## config.mk

```make
export PLATFORM = sky130hd
export DESIGN_NAME = nap_countdown
export DESIGN_NICKNAME = d
export VERILOG_FILES = /design/src/rtl/nap_pkg.sv /design/src/rtl/nap_countdown_sec_tick_gen.sv /design/src/rtl/nap_countdown.sv
export SDC_FILE = /design/constraint.sdc
export NUM_CORES = 1
export LEC_CHECK = 0
export ABC_AREA = 1
export BUFFER_PORTS_ARGS = -buffer_cell sky130_fd_sc_hd__buf_2
export CORE_ASPECT_RATIO = 0.75
export CORE_MARGIN = 2
export CORE_UTILIZATION = 55
export DETAILED_ROUTE_END_ITERATION = 10
export PLACE_DENSITY = 0.77
export RECOVER_POWER = 100
export SLEW_MARGIN = 20
export SYNTH_ARGS = -nofsm -noshare
export SYNTH_HDL_FRONTEND = slang
export SYNTH_HIERARCHICAL = 1
export SYNTH_SLANG_ARGS = --single-unit
```

## constraint.sdc

```tcl
create_clock -name clock -period 4.8 [get_ports clock]
set_clock_uncertainty 0.15 [all_clocks]
set_input_delay 0.24 -clock clock [delete_from_list [all_inputs] [get_ports clock]]
set_output_delay 0.24 -clock clock [all_outputs]
set_load 0.03 [all_outputs]
```

## src/rtl/nap_pkg.sv

```systemverilog
// Shared nap-timer definitions used by the selector, countdown and display stages.
// Holds the state encoding, the duration limit and the keypad increment arithmetic.
package nap_pkg;

  typedef enum logic [1:0] {
    NAP_IDLE  = 2'd0,
    NAP_RUN   = 2'd1,
    NAP_ALARM = 2'd2
  } nap_state_t;

  localparam int NAP_MAX_SEC = 5999;
  localparam int NAP_BCD_W   = 4;
  localparam int NAP_TOTAL_W = 13;
  // One bit of headroom so a full-scale add on top of 99:59 cannot wrap before saturation.
  localparam int NAP_SUM_W   = 14;

  function automatic logic [NAP_SUM_W-1:0] nap_increment(input logic [3:0] one_sec,
                                                         input logic [3:0] ten_sec,
                                                         input logic [3:0] one_min);
    return NAP_SUM_W'(one_sec)
         + NAP_SUM_W'(ten_sec) * NAP_SUM_W'(10)
         + NAP_SUM_W'(one_min) * NAP_SUM_W'(60);
  endfunction

endpackage

```

## src/rtl/nap_countdown_sec_tick_gen.sv

```systemverilog
// Free-running 1 s prescaler: one-cycle tick when the count reaches CLK_HZ-1.
// clear holds the count at zero; no backpressure.
module sec_tick_gen #(
  parameter int CLK_HZ = 1000
) (
  input  logic clock,
  input  logic reset,
  input  logic clear,
  output logic tick
);

  localparam int CNT_W = (CLK_HZ > 1) ? $clog2(CLK_HZ) : 1;
  localparam logic [CNT_W-1:0] LAST = CNT_W'(CLK_HZ - 1);

  logic [CNT_W-1:0] cnt;

  always_ff @(posedge clock or negedge reset) begin
    if (!reset) begin
      cnt <= '0;
    end else if (clear || (cnt == LAST)) begin
      cnt <= '0;
    end else begin
      cnt <= cnt + CNT_W'(1);
    end
  end

  assign tick = !clear && (cnt == LAST);

endmodule

```

## src/rtl/nap_countdown.sv

```systemverilog
// Nap timer: accumulates keypad increments while idle, counts down once per second, raises alarm at zero.
// Digits follow an add one cycle after the sample; first decrement CLK_HZ cycles after start; no backpressure.
module nap_countdown
  import nap_pkg::*;
#(
  parameter int CLK_HZ  = 1000,
  parameter int MAX_SEC = NAP_MAX_SEC
) (
  input  logic                 clock,
  input  logic                 reset,
  input  logic [3:0]           one_sec,
  input  logic [3:0]           ten_sec,
  input  logic [3:0]           one_min,
  input  logic                 completeSetting,
  input  logic                 stop,
  output logic                 setup_en,
  output logic                 running,
  output logic                 alarm,
  output logic [NAP_BCD_W-1:0] min_tens,
  output logic [NAP_BCD_W-1:0] min_ones,
  output logic [NAP_BCD_W-1:0] sec_tens,
  output logic [NAP_BCD_W-1:0] sec_ones
);

  localparam logic [NAP_SUM_W-1:0] MAX_SUM = NAP_SUM_W'(MAX_SEC);

  nap_state_t             state;
  logic [NAP_TOTAL_W-1:0] total;
  logic [NAP_SUM_W-1:0]   add_sum;
  logic [NAP_TOTAL_W-1:0] total_sat;
  logic                   tick;
  logic                   tick_clear;
  logic [6:0]             minutes;
  logic [5:0]             seconds;

  always_comb begin
    add_sum   = NAP_SUM_W'(total) + nap_increment(one_sec, ten_sec, one_min);
    total_sat = (add_sum > MAX_SUM) ? NAP_TOTAL_W'(MAX_SUM) : NAP_TOTAL_W'(add_sum);
  end

  // The prescaler only runs in RUN, so every countdown starts from a fresh second.
  assign tick_clear = (state != NAP_RUN) || stop;

  sec_tick_gen #(
    .CLK_HZ(CLK_HZ)
  ) u_sec_tick_gen (
    .clock(clock),
    .reset(reset),
    .clear(tick_clear),
    .tick (tick)
  );

  always_ff @(posedge clock or negedge reset) begin
    if (!reset) begin
      state <= NAP_IDLE;
      total <= '0;
    end else begin
      case (state)
        NAP_IDLE: begin
          if (stop) begin
            total <= '0;
          end else begin
            total <= total_sat;
            if (completeSetting && (total_sat != '0)) begin
              state <= NAP_RUN;
            end
          end
        end
        NAP_RUN: begin
          if (stop) begin
            state <= NAP_IDLE;
            total <= '0;
          end else if (tick) begin
            if (total <= NAP_TOTAL_W'(1)) begin
              total <= '0;
              state <= NAP_ALARM;
            end else begin
              total <= total - NAP_TOTAL_W'(1);
            end
          end
        end
        NAP_ALARM: begin
          total <= '0;
          if (stop) begin
            state <= NAP_IDLE;
          end
        end
        default: begin
          state <= NAP_IDLE;
          total <= '0;
        end
      endcase
    end
  end

  assign setup_en = (state == NAP_IDLE);
  assign running  = (state == NAP_RUN);
  assign alarm    = (state == NAP_ALARM);

  always_comb begin
    minutes  = 7'(total / NAP_TOTAL_W'(60));
    seconds  = 6'(total % NAP_TOTAL_W'(60));
    min_tens = NAP_BCD_W'(minutes / 7'd10);
    min_ones = NAP_BCD_W'(minutes % 7'd10);
    sec_tens = NAP_BCD_W'(seconds / 6'd10);
    sec_ones = NAP_BCD_W'(seconds % 6'd10);
  end

endmodule
```

* Yosys cells after proc, flatten, opt, wreduce, memory -nomap -nowiden *
Index checks and enable logic that the tools add are counted.

storage, ports and cells
  output and inout bits = 19
  word-level logic and storage cells = 49
  flip-flop bits (word level) = 25
  bits of input ports = 16

cells by class
  order comparisons = 2
  reductions and logical operators = 8
  add/subtract/negate cells = 5
  multipliers = 2
  mux-type cells = 14
  divide/modulo/power cells = 6
  equal/unequal tests = 9

operators by type and width
  cell                                                   number
  2-to-1 mux 13 bit                                      5
  one-hot mux 13 bit (2 select lines)                    1
  adder 13 x 11 -> 14 bit                                1
  > comparator 14 x 13 -> 1 bit, second input constant   1
  divider 13 x 6 -> 13 bit, second input constant        1
  <= comparator 13 x 1 -> 1 bit, second input constant   1
  modulo 13 x 6 -> 13 bit, second input constant         1
  nonzero test 13 bit                                    1
  subtractor 13 x 1 -> 13 bit, second input constant     1
  2-to-1 mux 2 bit                                       6
  adder 9 x 10 -> 11 bit                                 1
  adder 10 x 1 -> 10 bit, second input constant          1
  equality test 10 bit, second input constant            1
  2-to-1 mux 10 bit                                      1
  adder 4 x 8 -> 9 bit                                   1
  multiplier 4 x 4 -> 8 bit, second input constant       1
  divider 7 x 4 -> 7 bit, second input constant          1
  modulo 7 x 4 -> 7 bit, second input constant           1
  multiplier 4 x 3 -> 7 bit, second input constant       1
  divider 6 x 4 -> 6 bit, second input constant          1
  modulo 6 x 4 -> 6 bit, second input constant           1
  inequality test 3 x 2 -> 1 bit, second input constant  2
  one-hot mux 2 bit (3 select lines)                     1
  AND reduction 5 bit                                    1
  8 further kinds                                        12

* Logic depth before layout (Yosys ltp) *
Gate-level depths: netlist (run 1).

  word-level depth = 11
  mapped depth = 51
  gate-level depth less buffers = 50

* By module *
Netlist (run 1), hierarchy kept.

by module, submodules not included
  module         cells an instance  times used  area an instance (sq um)  seq. area each (sq um)
  nap_countdown  593                1           3,971.3                   375.4
  sec_tick_gen   71                 1           548.0                     250.2

* Worst setup path before layout (run 1) *
Ideal clock, no wire load.

  path type = reg2out
  from = register total[10]
  to = output min_ones[1]
  buffers on the path = 1
  setup slack = -0.651 ns
  arrival time = 5.061 ns
  stages on the path, launching flop included = 50
  data required time = 4.410 ns
  path through = dfrtp_1 -> buf_2 -> nand2_2 -> nor2_2 -> nand2_2 -> nand2_4 -> nand3_1 -> nand2_1 -> nand2_1 -> o21ai_2 -> inv_1 -> nand2_1 -> nand2_1 -> nand2_1 -> nand2_1 -> nand2_1 -> nand2_1 -> o21bai_4 -> [... 14 more ...] -> nand2_1 -> nand2_1 -> ha_1 -> nand3_1 -> nand2_1 -> nand3_2 -> nand2_2 -> nand2_1 -> nand2_1 -> inv_1 -> ha_1 -> inv_1 -> nand3_1 -> nand2_1 -> nor2_4 -> nand2_4 -> nand2_1 -> nand2_1

between the ends
  cells in the longest elaborated chain, start to end = 2

RTL lines
  item                      RTL line              source
  start: declaration        nap_countdown.sv:28   logic [NAP_TOTAL_W-1:0] total;
  start signal: assignment  nap_countdown.sv:63   total <= total_sat;
  start signal: assignment  nap_countdown.sv:78   total <= total - NAP_TOTAL_W'(1);
  divider 13 x 6 -> 13 bit  nap_countdown.sv:101  minutes = 7'(total / NAP_TOTAL_W'(60));
  modulo 7 x 4 -> 7 bit     nap_countdown.sv:104  min_ones = NAP_BCD_W'(minutes % 7'd10);
  end: declaration          nap_countdown.sv:20   output logic [NAP_BCD_W-1:0] min_ones,

No other way between the ends.

* Final worst setup path (run 1) *
  from = register total[9]
  to = output min_ones[1]

The elaborated chain is that of the path after synthesis.

==> out/qor.yml, run 1 <==
global_routing:
  grt_pass1_vias: 4881
  grt_pass1_wl_mm: 21.50
  antenna_found_initial: 0
  grt_util_all_layers_pct: 29.52
  grt_max_degree: 27
  gr-total-overflow: 0
floorplanning:
  coreArea_sq_um: 7918
  rows: 28
  num_io_pins: 35
  die_h_um: 82.51
  die_w_um: 108.7
  die_area_sq_um: 8966
  floorplan.initialDensity_pct: 57.08
setup_path:
  crit_path_max_fanout: 5
  slowest_delay_ns: 0.45
  cp-start-kind: "register"
  cp_slowest_cell: "dfrtp_1"
  crit_type: "reg2out"
  critPathTopFamily: "simple AND/OR/NAND/NOR gates"
  crit_buf_inv: 7
  required_ns: 4.41
  critPathArrivalTime_ns: 5.91
  critPathCaptureType: "output port"
  cpMostUsedCell: "nand2_4"
  cp_num_cells: 49
  r2r_cells: 24
finish:
  layout.nets: 925
  diodes: 0
  areaGrowthSynthToFinish_pct: 49.64
  final_cell_area_sq_um: 6763
  drive_above_1_share_pct: 45.67
  final_util_pct: 85.41
yosys:
  netlist_instances: 664
  synth-edff-count: 0
  ys_ff_latch: 25
  synth.avg_cell_area_sq_um: 6.806
  synth.largest_area_cell: "dfrtp_1"
  synth_top_family_by_area: "simple AND/OR/NAND/NOR gates"
  ys_seq_area_share_pct: 13.84
  synthesis.area_sq_um: 4519
  synthArstFlopShare_pct: 100.0
  synth_fp_nets: 745
  yosysWarnings: 6
  ys_types: 50
  synth-adder-area-share_pct: 20.65
  synth-compound-area-share_pct: 11.90
  yosys.area_share.simple_pct: 38.04
  yosys.area.top_type_share_pct: 13.84
  synthTopCellsByArea: "dfrtp_1, nand2_1, ha_1"
  synth_mux_area_share_pct: 0.2492
  synth_top_flop_cell: "dfrtp_1"
  synth-xor-area-share_pct: 5.620
sta:
  fin_ws_ns: -1.496
  tightestPinTransition_ns: 1.408
  slew-limit-headroom_pct: 6.126
  fmax_mhz: 158.8
  rsz0062_at_grt: "true"
  tns_ns: -17.54
  fin_crit_sh_pct: 131.2
  holdWs_ns: 0.1673
  min_period_ns: 6.296
  hold_viol: 0
  slew_violations: 0
  setup_violations: 27
detailed_routing:
  drc: 0
  top_layer: "met4"
  drt-total-wl_mm: 16.19
  vias: 5492
  wire_per_inst_um: 17.08
  drtAntennaViolNets: 0
  first_pass_iters: 5
  route.layer.met1.wl_mm: 6.300
  drt_iter0_drc: 548
  via_per_inst: 5.793
  dr_wl_met3_mm: 1.092
  wl_met2_mm: 7.998
clock_tree:
  cts-root-buf: "clkbuf_8"
  htree_levels: 1
  cts_buffer_depth: 2
  clk_latency_ns: 0.28
  cts_tree: "done"
  numCtsBuffers: 3
  cts_sinks: 25
  clk_pin_slew_ns: 0.10
place:
  io_buffer_count: 33
  gp_congestion: 0.9045
  dpl_cell_area_sq_um: 5778
  place_hpwl_mm: 9.404
worst_hold_path:
  hold_class: "in2reg"
  whs_path_depth: 5
run_status:
  status: "finished, violations left"
  violations: "setup timing"
job:
  drv_cap: 0
## per-layer routing
metal / up-vias / GRT usage, %
met4: 0 / 10.00
met5: - / 0
li1: 2493 / -
met2: 321 / 53.69
met1: 2589 / 36.80
met3: 89 / 3.218
## repair_timing
action,in CTS,in global routing
gates resized for setup,88,88
hold buffers,1,0
pin swaps,51,66
setup buffers,25,18
endpoints found under the hold margin,25,0
endpoints found under the setup margin,24,26
## logic make-up (layout without fill, tap and decap cells)
group	after synthesis	after routing
buffers and inverters	113	292
AND/OR/NAND/NOR	347	347
multiplexers	1	1
XOR/XNOR	29	29
other	1	1
AO/OA/AOI/OAI	83	83
adder cells (fa/ha/maj)	65	65
flip-flops	25	25
## worst register-to-register path, delay by kind of cell, from the launching register on
family | cells | cell delay (ns)
and+or+nand+nor | 8 | 0.77
DFF | 1 | 0.48
xor gates and xnor gates | 1 | 0.17
buffers and inverters | 5 | 0.68
adders and majority gates | 3 | 1.62
AOI/OAI and AO/OA | 7 | 0.94
## synth_stat cells (all sizes together) (2+ instances only)
cell,n
clkbuf,3
fa,16
o22ai,2
xnor2,5
nor4,2
o21bai,6
o32ai,2
o21ai,50
nor3,8
nand4,10
xor2,24
nor2,59
dfrtp,25
nand3,62
or2,2
inv,105
nand2,201
a21oi,16
ha,49
buf,5
## cell type report
type | instances | area, sq um
fill | 417 | 1155
sequential | 25 | 626.9
inverter | 105 | 399.1
clock buffer | 4 | 45.04
tap | 105 | 131.4
multi-input combinational | 526 | 4179
timing repair buffer | 183 | 1381
## flip-flops by register name, summed over array words and instances (netlist names)
signal / flops
u_sec_tick_gen/cnt: 10
state: 2
total: 13
## cells in the final DEF (no fill, tap or decap), types with 12 or more instances in the layout
| cell type | n |
|---|---|
| buf_2 | 16 |
| buf_4 | 144 |
| buf_6 | 17 |
| dfrtp_1 | 24 |
| fa_1 | 15 |
| ha_1 | 44 |
| inv_1 | 85 |
| inv_2 | 18 |
| nand2_1 | 119 |
| nand2_2 | 42 |
| nand2_4 | 39 |
| nand3_1 | 30 |
| nand3_2 | 26 |
| nor2_1 | 37 |
| nor2_2 | 12 |
| o21ai_1 | 27 |
| o21ai_2 | 14 |
| xor2_1 | 22 |
## path summary, 6_finish.rpt
kind,startpoint,to,slack [ns]
hold / removal,completeSetting,state[1]$_DFFE_PN0P_,0.17
hold reg to reg,u_sec_tick_gen/cnt[0]$_DFF_PN0_,u_sec_tick_gen/cnt[0]$_DFF_PN0_,0.36
setup / recovery,total[9]$_DFFE_PN0P_,min_ones[1],-1.50
setup reg to reg,total[3]$_DFFE_PN0P_,total[1]$_DFFE_PN0P_,-0.13
max in group asynchronous,reset,total[12]$_DFFE_PN0P_,2.93
min in group asynchronous,reset,state[0]$_DFFE_PN0P_,0.66
## through the flow
stage / std cells / setup slack (ns)
2_1_floorplan: 664 / -0.4350
3_3_place_gp: 902 / -0.4455
3_5_place_dp: 902 / -0.6464
4_1_cts: 931 / -0.7810
5_1_grt: 948 / -1.706
6_report: 948 / -1.496
Power of run 1 is left out: the tool's default activity adds up to more than one toggle a clock period on the data nets, which glitch-free logic cannot reach.
==> inputs of run 2 (changes only) <==
CORE_UTILIZATION = 65   (was 55)
PLACE_DENSITY = 0.85   (was 0.77)
clock period = 7.7 ns   (was 4.8 ns; I/O delays follow)
==> run 2 against run 1 <==
Net effect: the run now ends clean; first-iteration DRC count down 46%; final cell count shrank 18%; register-to-register slack better by 2.7 ns; critical path type unchanged; die area fell by 15%.
==> out/qor.yml, run 2 (synthesized netlist as in run 1, its figures left out) <==
clock_tree:
  numCtsBuffers: 3  # unchanged
  cts_tree: "done"
  cts-root-buf: "clkbuf_8"
  clk_latency_ns: 0.28  # about the same
  clk_pin_slew_ns: 0.10  # about the same
  postCtsSetupRepairBufs: 0  # -100%
  htree_levels: 1  # unchanged
  cts_sinks: 25  # unchanged
  cts_buffer_depth: 2  # unchanged
finish:
  layout_commonest_cell: "nand2_1"
  top_regs: "total (13), u_sec_tick_gen/cnt (10), state (2)"
  final_cell_mix: "nand2_1, inv_1, nand3_1"
  areaGrowthSynthToFinish_pct: 5.316
  regMostFlops: "total"
  diodes: 0  # unchanged
  drive_above_1_share_pct: 14.70  # -31 points
  final.fill_count: 595  # +43%
  layout.nets: 776  # -16%
  largest_reg_flops: 13  # unchanged
setup_path:
  critPathCaptureType: "output port"
  crit_buf_inv: 4  # -3
  crit_path_max_fanout: 9  # +4
  crit_type: "reg2out"
  cpMostUsedCell: "nand2_1"
  slowest_delay_ns: 0.55  # +0.10 ns
  cp_slowest_cell: "dfrtp_1"
  critPathArrivalTime_ns: 6.24  # +0.33 ns
  cp_num_cells: 45  # -8.2%
  cp-start-kind: "register"
  required_ns: 7.16  # +2.75 ns
  r2r_cells: 26  # +8.3%
  critPathTopFamily: "simple AND/OR/NAND/NOR gates"
detailed_routing:
  drt_iter0_drc: 296  # -46%
  drtAntennaViolNets: 0  # unchanged
  wire_per_inst_um: 12.54  # -27%
  drc: 0  # unchanged
  drt-total-wl_mm: 9.757  # -40%
  vias: 4325  # -21%
  first_pass_iters: 5  # unchanged
  via_per_inst: 5.559  # -4.0%
global_routing:
  grt_pass1_vias: 4290  # -12%
  grt_pass1_wl_mm: 17.64  # -18%
  grt_max_degree: 27  # unchanged
  grtUsageMet3_pct: 2.661  # -0.56 points
  grt_util_all_layers_pct: 26.80  # -2.7 points
  use_met1_pct: 35.41  # -1.4 points
  antenna_found_initial: 0  # unchanged
  grt_use_met2_pct: 46.91  # -6.8 points
  gr-total-overflow: 0  # unchanged
  grt.busiest_layer: "met2"
floorplanning:
  floorplan.initialDensity_pct: 66.79  # +9.7 points
  rows: 26  # -7.1%
  coreArea_sq_um: 6766  # -15%
  die_w_um: 100.3  # -7.7%
  die_h_um: 76.21  # -7.6%
  num_io_pins: 35  # unchanged
  die_area_sq_um: 7643  # -15%
worst_hold_path:
  whs_path_depth: 4  # -1
  hold_class: "in2reg"
sta:
  slew-limit-headroom_pct: 7.404  # +1.3 points
  tightestPinTransition_ns: 1.389  # -0.01917 ns
  slew_violations: 0  # unchanged
  fin_crit_sh_pct: 88.00
  tns_ns: 0  # +17.54 ns
  rsz0062_at_grt: "false"
  fmax_mhz: 147.6
  min_period_ns: 6.776
  setup_violations: 0  # -100%
  hold_viol: 0  # unchanged
job:
  drv_cap: 0  # unchanged
run_status:
  status: "finished, final reports clean"
place:
  gp_congestion: 0.8489  # -6.1%
  io_buffer_count: 33  # unchanged
  place_hpwl_mm: 8.083  # -14%
==> run 2: cell count changes in the layout (fill, tap and decap cells not counted), moves of 8 or more <==
cell	previous run	this run
inv_1	85	96
nand2_2	42	25
buf_6	17	0
nand3_1	30	52
o21ai_0	5	39
buf_4	144	0
clkbuf_1	6	14
nand2_1	119	166
o21ai_1	27	8
nor2_1	37	47
o21ai_2	14	2
inv_2	18	9
nand2_4	39	10
nand3_2	26	10
==> run 2: per-stage QoR <==
stage	setup slack [ns]	std cells	hold WS [ns]	instance area, sq um	util (%)
after floorplan	2.104	664	-0.06059	4519	-
after global placement	1.778	773	0.2562	4750	70.19
after detailed placement	1.651	773	0.2648	4750	70.19
after CTS	1.324	778	0.2960	4810	71.08
after global routing	0.3536	778	0.3305	4760	70.34
final	0.9244	778	0.3058	4760	70.34
==> run 2: worst reg2reg max path: cells and delay by family (launching register included) <==
family / cells / cell delay (ns)
AO/OA/AOI/OAI: 7 / 1.03
buffers and inverters: 4 / 0.54
flip-flops: 1 / 0.49
AND/OR/NAND/NOR: 12 / 1.41
adder cells (fa/ha/maj): 3 / 1.37
==> run 2: path summary, 6_finish.rpt <==
check | endpoint | slack, ns | start
min in group asynchronous | state[1]$_DFFE_PN0P_ | 0.79 | reset
hold reg to reg | u_sec_tick_gen/cnt[0]$_DFF_PN0_ | 0.35 | u_sec_tick_gen/cnt[0]$_DFF_PN0_
setup reg to reg | state[1]$_DFFE_PN0P_ | 2.60 | total[3]$_DFFE_PN0P_
hold / removal | state[1]$_DFFE_PN0P_ | 0.31 | stop
setup / recovery | min_ones[1] | 0.92 | total[10]$_DFFE_PN0P_
max in group asynchronous | total[5]$_DFFE_PN0P_ | 5.80 | reset
==> run 2: what timing repair did <==
item,4_1_cts,5_1_grt
resized for setup,0,0
hold buffers,1,0
endpoints found under the hold margin,25,0
==> run 2: layout make-up <==
class	count	area (sq um)	share of cell area [%]
Clock inverter	1	8.758	0.1840
Clock buffer	3	41.29	0.8675
Multi-Input combinational cell	526	3427	72.00
Sequential cell	25	625.6	13.14
Timing Repair Buffer	34	157.7	3.312
Tap cell	84	105.1	2.208
Inverter	105	394.1	8.281
==> run 2: layer usage <==
metal / part of all wire (%) / routed length [um] / vias to the layer above
li1: - / - / 2189
met1: 47 / 4560 / 2009
met2: 48 / 4661 / 112
met3: 4.3 / 416 / 15
met4: 1.2 / 119 / 0
met5: 0 / 0 / -
Power of run 2 is left out for the same reason.
